<file path="config.mk">
export PLATFORM = sky130hd
export DESIGN_NAME = ram_port_arbiter_flat
export DESIGN_NICKNAME = d
export VERILOG_FILES = /design/src/rtl/ram_arb_pkg.sv /design/src/rtl/ram_port_arbiter_if.sv /design/src/rtl/ram_arb_rr_pick.sv /design/src/rtl/ram_port_arbiter.sv /design/src/flat_wrapper.sv
export SDC_FILE = /design/constraint.sdc
export NUM_CORES = 1
export LEC_CHECK = 0
export ABC_AREA = 1
export CAP_MARGIN = 20
export CORE_AREA = 2 2 182 184
export DETAILED_ROUTE_END_ITERATION = 6
export DIE_AREA = 0 0 184 186
export GPL_ROUTABILITY_DRIVEN = 0
export MAX_ROUTING_LAYER = met4
export PLACE_DENSITY = 0.7
export SLEW_MARGIN = 20
export SYNTH_ARGS = -nofsm -noshare
export SYNTH_HDL_FRONTEND = slang
export SYNTH_SLANG_ARGS = --single-unit
</file>
<file path="constraint.sdc">
create_clock -name clk -period 7.38 [get_ports clk]
set_clock_uncertainty 0.1 [all_clocks]
set_input_delay 0.738 -clock clk [delete_from_list [all_inputs] [get_ports clk]]
set_output_delay 0.738 -clock clk [all_outputs]
set_load 0.03 [all_outputs]
</file>
<file path="src/rtl/ram_arb_pkg.sv">
// Shared types and helpers for the RAM port arbiter.
package ram_arb_pkg;

    localparam int unsigned DEF_ADDR_WIDTH = 8;
    localparam int unsigned DEF_DATA_WIDTH = 32;
    // Wide enough for the largest supported requester count (8).
    localparam int unsigned IDX_WIDTH      = 3;

    typedef struct packed {
        logic                      valid;
        logic                      we;
        logic [IDX_WIDTH-1:0]      req_idx;
        logic [DEF_ADDR_WIDTH-1:0] addr;
        logic [DEF_DATA_WIDTH-1:0] wdata;
    } slot_t;

    function automatic int unsigned wrap_inc(input int unsigned idx, input int unsigned n);
        return (idx + 32'd1 >= n) ? 32'd0 : idx + 32'd1;
    endfunction

endpackage

</file>
<file path="src/rtl/ram_port_arbiter_if.sv">
// Requester-side and RAM-side signal bundle of the RAM port arbiter.
interface ram_port_arbiter_if
    import ram_arb_pkg::*;
#(
    parameter int unsigned N_REQ      = 4,
    parameter int unsigned ADDR_WIDTH = DEF_ADDR_WIDTH,
    parameter int unsigned DATA_WIDTH = DEF_DATA_WIDTH
);

    logic [N_REQ-1:0]            req_valid;
    logic [N_REQ-1:0]            req_we;
    logic [N_REQ*ADDR_WIDTH-1:0] req_addr;
    logic [N_REQ*DATA_WIDTH-1:0] req_wdata;
    logic [N_REQ-1:0]            req_ready;
    logic [N_REQ-1:0]            rsp_valid;
    logic [N_REQ*DATA_WIDTH-1:0] rsp_rdata;

    logic [ADDR_WIDTH-1:0]       read_addr1;
    logic [ADDR_WIDTH-1:0]       read_addr2;
    logic [ADDR_WIDTH-1:0]       write_addr1;
    logic [ADDR_WIDTH-1:0]       write_addr2;
    logic [DATA_WIDTH-1:0]       write_data1;
    logic [DATA_WIDTH-1:0]       write_data2;
    logic                        pw1;
    logic                        pw2;
    logic [DATA_WIDTH-1:0]       read_data1;
    logic [DATA_WIDTH-1:0]       read_data2;

    modport slave (
        input  req_valid, req_we, req_addr, req_wdata, read_data1, read_data2,
        output req_ready, rsp_valid, rsp_rdata, read_addr1, read_addr2,
               write_addr1, write_addr2, write_data1, write_data2, pw1, pw2
    );

    modport master (
        output req_valid, req_we, req_addr, req_wdata, read_data1, read_data2,
        input  req_ready, rsp_valid, rsp_rdata, read_addr1, read_addr2,
               write_addr1, write_addr2, write_data1, write_data2, pw1, pw2
    );

endinterface

</file>
<file path="src/rtl/ram_arb_rr_pick.sv">
// Round-robin selection of up to two requesters starting at rr_ptr.
module ram_arb_rr_pick #(
    parameter int unsigned N_REQ = 4,
    parameter int unsigned PW    = $clog2(N_REQ)
) (
    input  logic [N_REQ-1:0] req_valid,
    input  logic [PW-1:0]    rr_ptr,
    input  logic [N_REQ-1:0] conflict,
    output logic [PW-1:0]    idx1,
    output logic             vld1,
    output logic [PW-1:0]    idx2,
    output logic             vld2
);

    always_comb begin : pick_first
        logic [PW-1:0] j;
        j    = '0;
        idx1 = '0;
        vld1 = 1'b0;
        for (int unsigned k = 0; k < N_REQ; k++) begin
            j = PW'((32'(rr_ptr) + k) % N_REQ);
            if (!vld1 && req_valid[j]) begin
                vld1 = 1'b1;
                idx1 = j;
            end
        end
    end

    // Only the very next valid requester is a slot-2 candidate; a conflict leaves slot 2 empty.
    always_comb begin : pick_second
        logic [PW-1:0] j;
        logic          found;
        j     = '0;
        found = 1'b0;
        idx2  = '0;
        vld2  = 1'b0;
        for (int unsigned k = 1; k < N_REQ; k++) begin
            j = PW'((32'(idx1) + k) % N_REQ);
            if (vld1 && !found && req_valid[j]) begin
                found = 1'b1;
                if (!conflict[j]) begin
                    vld2 = 1'b1;
                    idx2 = j;
                end
            end
        end
    end

endmodule

</file>
<file path="src/rtl/ram_port_arbiter.sv">
// Two-slot round-robin arbiter sharing a dual-read/dual-write RAM among N_REQ requesters.
// Optional per-requester grant counters when RAM_ARB_STATS_EN is defined.
module ram_port_arbiter
    import ram_arb_pkg::*;
#(
    parameter int unsigned N_REQ      = 4,
    parameter int unsigned ADDR_WIDTH = DEF_ADDR_WIDTH,
    parameter int unsigned DATA_WIDTH = DEF_DATA_WIDTH
) (
    input  logic                    clk,
    input  logic                    rst,
    ram_port_arbiter_if.slave       bus
`ifdef RAM_ARB_STATS_EN
    ,
    output logic [N_REQ*16-1:0]     grant_count
`endif
);

    localparam int unsigned PW = $clog2(N_REQ);

    logic [N_REQ-1:0][ADDR_WIDTH-1:0] addr_a;
    logic [N_REQ-1:0][DATA_WIDTH-1:0] wdata_a;
    logic [N_REQ-1:0][DATA_WIDTH-1:0] rdata_q, rdata_d;
    logic [N_REQ-1:0]                 rsp_valid_q, rsp_valid_d;
    logic [N_REQ-1:0]                 conflict, ready;
    logic [PW-1:0]                    rr_ptr_q, rr_ptr_d;
    logic [PW-1:0]                    idx1, idx2;
    logic                             vld1, vld2;
    slot_t                            s1, s2;

    assign addr_a        = bus.req_addr;
    assign wdata_a       = bus.req_wdata;
    assign bus.rsp_valid = rsp_valid_q;
    assign bus.rsp_rdata = rdata_q;
    assign bus.req_ready = ready;

    // A slot-2 candidate is blocked only when it and the slot-1 pick write the same address.
    always_comb begin
        conflict = '0;
        for (int i = 0; i < N_REQ; i++) begin
            conflict[i] = bus.req_we[i] && bus.req_we[idx1] && (addr_a[i] == addr_a[idx1]);
        end
    end

    ram_arb_rr_pick #(
        .N_REQ (N_REQ),
        .PW    (PW)
    ) u_pick (
        .req_valid (bus.req_valid),
        .rr_ptr    (rr_ptr_q),
        .conflict  (conflict),
        .idx1      (idx1),
        .vld1      (vld1),
        .idx2      (idx2),
        .vld2      (vld2)
    );

    always_comb begin
        s1         = '0;
        s2         = '0;
        s1.valid   = vld1 && !rst;
        s1.we      = bus.req_we[idx1];
        s1.req_idx = IDX_WIDTH'(idx1);
        s1.addr    = DEF_ADDR_WIDTH'(addr_a[idx1]);
        s1.wdata   = DEF_DATA_WIDTH'(wdata_a[idx1]);
        s2.valid   = vld2 && !rst;
        s2.we      = bus.req_we[idx2];
        s2.req_idx = IDX_WIDTH'(idx2);
        s2.addr    = DEF_ADDR_WIDTH'(addr_a[idx2]);
        s2.wdata   = DEF_DATA_WIDTH'(wdata_a[idx2]);

        bus.pw1         = s1.valid && s1.we;
        bus.pw2         = s2.valid && s2.we;
        bus.read_addr1  = (s1.valid && !s1.we) ? ADDR_WIDTH'(s1.addr) : '0;
        bus.read_addr2  = (s2.valid && !s2.we) ? ADDR_WIDTH'(s2.addr) : '0;
        bus.write_addr1 = bus.pw1 ? ADDR_WIDTH'(s1.addr) : '0;
        bus.write_addr2 = bus.pw2 ? ADDR_WIDTH'(s2.addr) : '0;
        bus.write_data1 = bus.pw1 ? DATA_WIDTH'(s1.wdata) : '0;
        bus.write_data2 = bus.pw2 ? DATA_WIDTH'(s2.wdata) : '0;

        ready = '0;
        for (int i = 0; i < N_REQ; i++) begin
            ready[i] = (s1.valid && idx1 == PW'(i)) || (s2.valid && idx2 == PW'(i));
        end
    end

    always_comb begin
        rr_ptr_d    = rr_ptr_q;
        rsp_valid_d = '0;
        rdata_d     = rdata_q;
        if (s2.valid) begin
            rr_ptr_d = PW'(wrap_inc(32'(idx2), N_REQ));
        end else if (s1.valid) begin
            rr_ptr_d = PW'(wrap_inc(32'(idx1), N_REQ));
        end
        for (int i = 0; i < N_REQ; i++) begin
            if (s1.valid && !s1.we && s1.req_idx == IDX_WIDTH'(i)) begin
                rsp_valid_d[i] = 1'b1;
                rdata_d[i]     = bus.read_data1;
            end
            if (s2.valid && !s2.we && s2.req_idx == IDX_WIDTH'(i)) begin
                rsp_valid_d[i] = 1'b1;
                rdata_d[i]     = bus.read_data2;
            end
        end
    end

    always_ff @(posedge clk or posedge rst) begin
        if (rst) begin
            rr_ptr_q    <= '0;
            rsp_valid_q <= '0;
            rdata_q     <= '0;
        end else begin
            rr_ptr_q    <= rr_ptr_d;
            rsp_valid_q <= rsp_valid_d;
            rdata_q     <= rdata_d;
        end
    end

`ifdef RAM_ARB_STATS_EN
    logic [N_REQ-1:0][15:0] cnt_q;

    always_ff @(posedge clk or posedge rst) begin
        if (rst) begin
            cnt_q <= '0;
        end else begin
            for (int i = 0; i < N_REQ; i++) begin
                if (ready[i] && cnt_q[i] != 16'hFFFF) begin
                    cnt_q[i] <= cnt_q[i] + 16'd1;
                end
            end
        end
    end

    assign grant_count = cnt_q;
`endif

endmodule

</file>
<file path="src/flat_wrapper.sv">
// flat-port wrapper written by rule: the top's interface ports become plain ports
module ram_port_arbiter_flat import ram_arb_pkg::*;
#(
    parameter int unsigned N_REQ      = 4,
    parameter int unsigned ADDR_WIDTH = DEF_ADDR_WIDTH,
    parameter int unsigned DATA_WIDTH = DEF_DATA_WIDTH
)
  (clk, rst, bus_req_valid, bus_req_we, bus_req_addr, bus_req_wdata, bus_read_data1, bus_read_data2, bus_req_ready, bus_rsp_valid, bus_rsp_rdata, bus_read_addr1, bus_read_addr2, bus_write_addr1, bus_write_addr2, bus_write_data1, bus_write_data2, bus_pw1, bus_pw2);
  ram_port_arbiter_if #(.N_REQ(N_REQ), .ADDR_WIDTH(ADDR_WIDTH), .DATA_WIDTH(DATA_WIDTH)) bus_i ();
  input  logic clk;
  input  logic rst;
  input wire logic [$bits(bus_i.req_valid)-1:0] bus_req_valid;
  input wire logic [$bits(bus_i.req_we)-1:0] bus_req_we;
  input wire logic [$bits(bus_i.req_addr)-1:0] bus_req_addr;
  input wire logic [$bits(bus_i.req_wdata)-1:0] bus_req_wdata;
  input wire logic [$bits(bus_i.read_data1)-1:0] bus_read_data1;
  input wire logic [$bits(bus_i.read_data2)-1:0] bus_read_data2;
  output wire logic [$bits(bus_i.req_ready)-1:0] bus_req_ready;
  output wire logic [$bits(bus_i.rsp_valid)-1:0] bus_rsp_valid;
  output wire logic [$bits(bus_i.rsp_rdata)-1:0] bus_rsp_rdata;
  output wire logic [$bits(bus_i.read_addr1)-1:0] bus_read_addr1;
  output wire logic [$bits(bus_i.read_addr2)-1:0] bus_read_addr2;
  output wire logic [$bits(bus_i.write_addr1)-1:0] bus_write_addr1;
  output wire logic [$bits(bus_i.write_addr2)-1:0] bus_write_addr2;
  output wire logic [$bits(bus_i.write_data1)-1:0] bus_write_data1;
  output wire logic [$bits(bus_i.write_data2)-1:0] bus_write_data2;
  output wire logic [$bits(bus_i.pw1)-1:0] bus_pw1;
  output wire logic [$bits(bus_i.pw2)-1:0] bus_pw2;
  assign bus_i.req_valid = bus_req_valid;
  assign bus_i.req_we = bus_req_we;
  assign bus_i.req_addr = bus_req_addr;
  assign bus_i.req_wdata = bus_req_wdata;
  assign bus_i.read_data1 = bus_read_data1;
  assign bus_i.read_data2 = bus_read_data2;
  assign bus_req_ready = bus_i.req_ready;
  assign bus_rsp_valid = bus_i.rsp_valid;
  assign bus_rsp_rdata = bus_i.rsp_rdata;
  assign bus_read_addr1 = bus_i.read_addr1;
  assign bus_read_addr2 = bus_i.read_addr2;
  assign bus_write_addr1 = bus_i.write_addr1;
  assign bus_write_addr2 = bus_i.write_addr2;
  assign bus_write_data1 = bus_i.write_data1;
  assign bus_write_data2 = bus_i.write_data2;
  assign bus_pw1 = bus_i.pw1;
  assign bus_pw2 = bus_i.pw2;
  ram_port_arbiter #(.N_REQ(N_REQ), .ADDR_WIDTH(ADDR_WIDTH), .DATA_WIDTH(DATA_WIDTH)) u_core (.clk(clk), .rst(rst), .bus(bus_i));
endmodule
</file>
# Word level (Yosys, flattened, before mapping)
# Cells that the tools add are included.
word_totals:
  output_inout_bits: 234
  rom_bits: 0
  input_bits: 234
  memories: 0
  latch_bits: 0
  elab_cells: 173
  reg_bits: 134
  mem_bits_rw: 0
classes:
  shift: 0
  bitwise: 0
  n_reduce_logical: 59
  mux: 80
  n_addsub: 7
  n_eq_ne: 10
  div: 0
  magnitude_cmp: 11
  n_mul: 0
op_table:
  columns: ["op", "n"]
  rows:
  - ["32-bit 2-to-1 mux", 12]
  - ["32-bit binary-select mux with 2-bit select", 2]
  - ["8-bit 2-to-1 mux", 6]
  - ["1-bit logical AND", 38]
  - ["8-bit binary-select mux with 2-bit select", 2]
  - ["8-bit == test", 4]
  - ["1-bit 2-to-1 mux", 32]
  - ["2-bit 2-to-1 mux", 14]
  - ["2-bit by 3-bit less-than comparator with 1-bit output (second input constant)", 9]
  - ["1-bit binary-select mux with 2-bit select", 12]
  - ["2-bit nonzero test", 5]
  - ["2-bit adder (second input constant)", 4]
  - ["2-bit == test (second input constant)", 4]
  - ["1-bit logical NOT", 8]
  - ["2-bit by 1-bit adder with 3-bit output (second input constant)", 2]
  - ["3-bit greater-or-equal comparator (second input constant)", 2]
  - ["3-bit logical NOT", 2]
  - ["2-bit by 1-bit == test with 1-bit output (second input constant)", 2]
  - ["2-bit logical NOT", 2]
  - ["1-bit logical OR", 4]
  - ["2-bit by 1-bit adder with 2-bit output (second input constant)", 1]

# Longest topological paths before layout
logic_depth:
  depth_word: 31
  ltp_mapped: 37
  depth_no_buf: 32

# Hierarchy
# From an unflattened synthesis, not the netlist that was laid out.
hier_totals:
  hier_cells: 1800
  hier_area_um2: 11084.4
modules_own_cells:
  columns: ["module", "seq_area_each_um2", "area_each_um2", "cells_each", "instances"]
  rows:
  - ["ram_port_arbiter", 3353.2, 10401.2, 1676, 1]
  - ["ram_arb_rr_pick", 0.0, 683.2, 124, 1]

# Least setup slack after synthesis
# OpenSTA, ideal clock, no wires.
synth_path:
  kind: "input -> output"
  start: "in rst"
  end: "out bus_write_data1[29]"
  path_buffers: 1
  required_time_ps: 6542
  path_slack_ps: 575
  path_stages: 6
  arrival_time_ps: 5967
  cell_sequence: "inv_1 nand2_1 nor2_1 inv_1 clkbuf_1 a211oi_1"
synth_between:
  elab_chain_len: 4
synth_rtl:
  columns: ["element", "line_no", "text"]
  rows:
  - ["start: declaration", "flat_wrapper.sv:11", "input logic rst;"]
  - ["1-bit logical NOT", "ram_port_arbiter.sv:61", "s1.valid = vld1 && !rst;"]
  - ["1-bit logical AND", "ram_port_arbiter.sv:61", null]
  - ["1-bit logical AND", "ram_port_arbiter.sv:72", "bus.pw1 = s1.valid && s1.we;"]
  - ["named net bus_pw1", "flat_wrapper.sv:27", "output wire logic [$bits(bus_i.pw1)-1:0] bus_pw1;"]
  - ["32-bit 2-to-1 mux", "ram_port_arbiter.sv:78", "bus.write_data1 = bus.pw1 ? DATA_WIDTH'(s1.wdata) : '0;"]
  - ["end: declaration", "flat_wrapper.sv:25", "output wire logic [$bits(bus_i.write_data1)-1:0] bus_write_data1;"]
# The timed path passes the listed nets, and every way through them passes these cells.

# Worst setup path in the final report
layout_path:
  start: "in bus_req_valid[3]"
  end: "out bus_read_addr2[2]"
layout_between:
  elab_chain_len: 30
  word_cells_on_any_way: 82
  classes_between: "3 x add/sub; 4 x eq/ne; 51 x mux; 24 x reduce/logical"
layout_rtl:
  columns: ["element", "line_no", "text"]
  rows:
  - ["start: declaration", "flat_wrapper.sv:12", "input wire logic [$bits(bus_i.req_valid)-1:0] bus_req_valid;"]
  - ["parallel branches: the longest is 29 deep, another holds 1-bit binary-select mux with 2-bit select", null, null]
  - ["8-bit 2-to-1 mux (*)", "ram_port_arbiter.sv:75", "bus.read_addr2 = (s2.valid && !s2.we) ? ADDR_WIDTH'(s2.addr) : '0;"]
  - ["end: declaration", "flat_wrapper.sv:22", "output wire logic [$bits(bus_i.read_addr2)-1:0] bus_read_addr2;"]
# Every way passes the cells marked *. The select of a mux whose other input is x is not followed.

==> summary.md <==
| Metric | Value |
|---|---|
| Bufs on Longest Clock Path | `2` |
| DIE WIDTH | `~180 µm` |
| Worst-Skew Late Latency | `0.42 ns` |
| Die Area | `0.03422 mm²` |
| Share of cells above drive strength 1 | `7.766%` |
| GRT Overall Usage | `32.59%` |
| Total gr overflow | `0` |
| Antenna Nets Post-Route | `0` |
| Detailed-route wire length per cell | `19.59 µm` |
| First-pass GRT wire length | `approximately 84000 µm` |
| Hold WC Path Type | `flop to flop` |
| CP Class | `input port to output pin` |
| Slew at the pin with the worst max-slew slack | `0.9880 ns` |
| Die Height | `between 150 and 200 µm` |
| # setup viols final | `0` |
| H-tree levels | `4` |
| Total wire length | `about 55000 µm` |
| Highest-delay cell along the critical path | `clkdlybuf4s50_1` |
| Via/cell ratio | `5.588` |
| Register area share after synthesis | `27.92%` |
| Final Hold Viols | `0` |
| Post-synth top area share | `29.82%` |
| CP required | `6.54 ns` |
| CTS tree | `done` |
| Post-DP HPWL | `39590 µm` |
| Drt drc | `8` |
| Reg2Reg Depth | `27` |
| Fin crit share | `94.76%` |
| WP depth | `25` |
| Yosys top cell by area | `nand2_1` |
| Clock sinks | `134` |
| Vias in the first global route | `14750` |
| Final net count | `2638` |
| Mean Syn Cell Area | `5.896 µm²` |
| Crit path largest cell delay | `~0.70 ns` |
| Synth-to-Final Area Change | `45.03%` |
| Clock-pin slew on the worst setup and hold paths | `approximately 0.060 ns` |
| Vias | `15790` |
| CP startpoint kind | `input port` |
| Max-cap viol count | `0` |
| Worst EP arrival | `6.16 ns` |
| Synthesized Nets | `2279` |
| Library cells used by synthesis | `31` |
| Yosys reg bits | `around 130` |
| Inserted Clock Buffers | `17` |
| Setup TNS | `0 ns` |
| Final min period | `6.993 ns` |
| Row count | `66` |
| Failing checks | `design-rule violations` |
| CP most frequent cell | `nand2_1` |
| Root Driver | `clkbuf_16` |
| Status | `complete, but fails checks` |
| Initial antenna violation count | `9` |
| Dominant cells by area after synthesis | `nand2_1 (30%), dfrtp_1 (28%), nand3_1 (11%)` |
| Max-slew violation count | `0` |
| CP Capture Type | `output pin` |
| Pre-Repair DR Iteration Count | `7` |
| Crit-path leading delay family | `simple AND/OR/NAND/NOR gates` |
| 1st-iter DRT viols | `approximately 1600` |
| Max_slew headroom | `33.98%` |
| Max FO, Critical Path | `27` |
| RSZ-0062 raised after global routing | `false` |
| I/O Buffers | `467` |
| Worst hold stages | `2` |
| Post-Syn Area | `0.01201 mm²` |
| Largest net degree at the start of global routing | `between 80 and 90` |
| Core Footprint | `~0.032 mm²` |
| IO Pins | `around 470` |
| Postcts setup bufs | `0` |
| Syn Inst Count | `2037` |
| Initial Util | `37.29%` |
| Buf/Inv on CP | `6` |
| FMAX | `0.1430 GHz` |
| Synth warnings | `0` |
## worst reg2reg max path: cells and delay by family (launching register included)
| kind | cells | cell delay [ns] |
|---|---|---|
| XOR/XNOR | 1 | 0.18 |
| AND/OR/NAND/NOR | 20 | 3.16 |
| flip-flops | 1 | 0.59 |
| buffers and inverters | 6 | 1.99 |
## flip-flops by register name (all words and copies together) (netlist names)
register	count
u_core.bus.rsp_rdata	128
u_core.bus.rsp_valid	4
u_core.rr_ptr_q	2
## cell usage in the layout (no fill, tap or decap), drive strengths merged, types with 2 or more instances in the layout
cell type,count
nand2,965
clkdlybuf4s50,390
nand3,291
dfrtp,134
nand4,129
nor2,113
buf,108
inv,99
a21oi,73
a211oi,32
o21ai,23
clkbuf,17
diode,9
ha,8
xnor2,6
clkinvlp,5
o22ai,4
clkinv,4
xor2,2
o211ai,2
## kinds of logic (layout without fill, tap and decap cells)
| family | after synthesis | in the layout | share of synthesized area, % |
|---|---|---|---|
| simple gates | 1499 | 1500 | 53.95 |
| buf+inv | 254 | 624 | 10.33 |
| compound gates | 134 | 134 | 6.376 |
| flops | 134 | 134 | 27.92 |
| fa+ha+maj | 8 | 8 | 0.8335 |
| xor+xnor | 8 | 8 | 0.5834 |
| other cells | 0 | 9 | 0 |
## cell type report
cell class	count	area, µm²
Fill cell	3186	14790
Multi-Input combinational cell	1650	7481
Timing Repair Buffer	498	5115
Sequential cell	134	3353
Tap cell	408	510.5
Clock buffer	17	425.4
Inverter	95	365.4
Clock inverter	14	145.1
Antenna cell	9	22.52
## timing repair
action                                  CTS  global route
hold buffers                              0             0
gates resized for setup                   0             2
endpoints found under the setup margin    0            46
## through the flow
step	utilization (%)	std cells	area, µm²	hold WS (ns)	setup WS, ns
3_5_place_dp	52.19	2784	16810	0.3930	0.3463
3_3_place_gp	52.19	2784	16810	0.3914	0.5893
6_report	54.08	2825	17420	0.4072	0.3867
2_1_floorplan	-	2037	12010	0.5371	0.5752
4_1_cts	53.96	2815	17380	0.4081	0.3207
5_1_grt	54.08	2825	17420	0.4339	0.01799
## final timing paths
kind,end,startpoint,slack (ns)
max,bus_read_addr2[2],bus_req_valid[3],0.39
min reg2reg,u_core.bus.rsp_rdata[81],u_core.bus.rsp_rdata[81],0.41
min in group asynchronous,u_core.bus.rsp_rdata[5],rst,0.71
min,u_core.bus.rsp_rdata[81],u_core.bus.rsp_rdata[81],0.41
max in group asynchronous,u_core.bus.rsp_rdata[108],rst,5.17
max reg2reg,u_core.bus.rsp_rdata[62],u_core.rr_ptr_q[0],1.26
## synth_stat cells (all sizes together)
library cell,number
a211oi,32
a21oi,73
buf,106
clkbuf,53
dfrtp,134
ha,8
inv,95
nand2,965
nand3,290
nand3b,1
nand4,129
nor2,113
nor3,1
o211ai,2
o21ai,23
o22ai,4
xnor2,6
xor2,2
## metal layers
layer	routed length (µm)	part of all wire, %	global-route usage, %	vias to the layer above
li1	-	-	-	7359
met1	19750	36	36.13	7261
met2	26710	48	53.83	970
met3	5517	10	7.748	196
met4	3358	6.1	18.88	0
met5	0	0	-	-
Power is not shown: default switching activity piles up to over one toggle a cycle in this logic, so the estimate is an artifact.
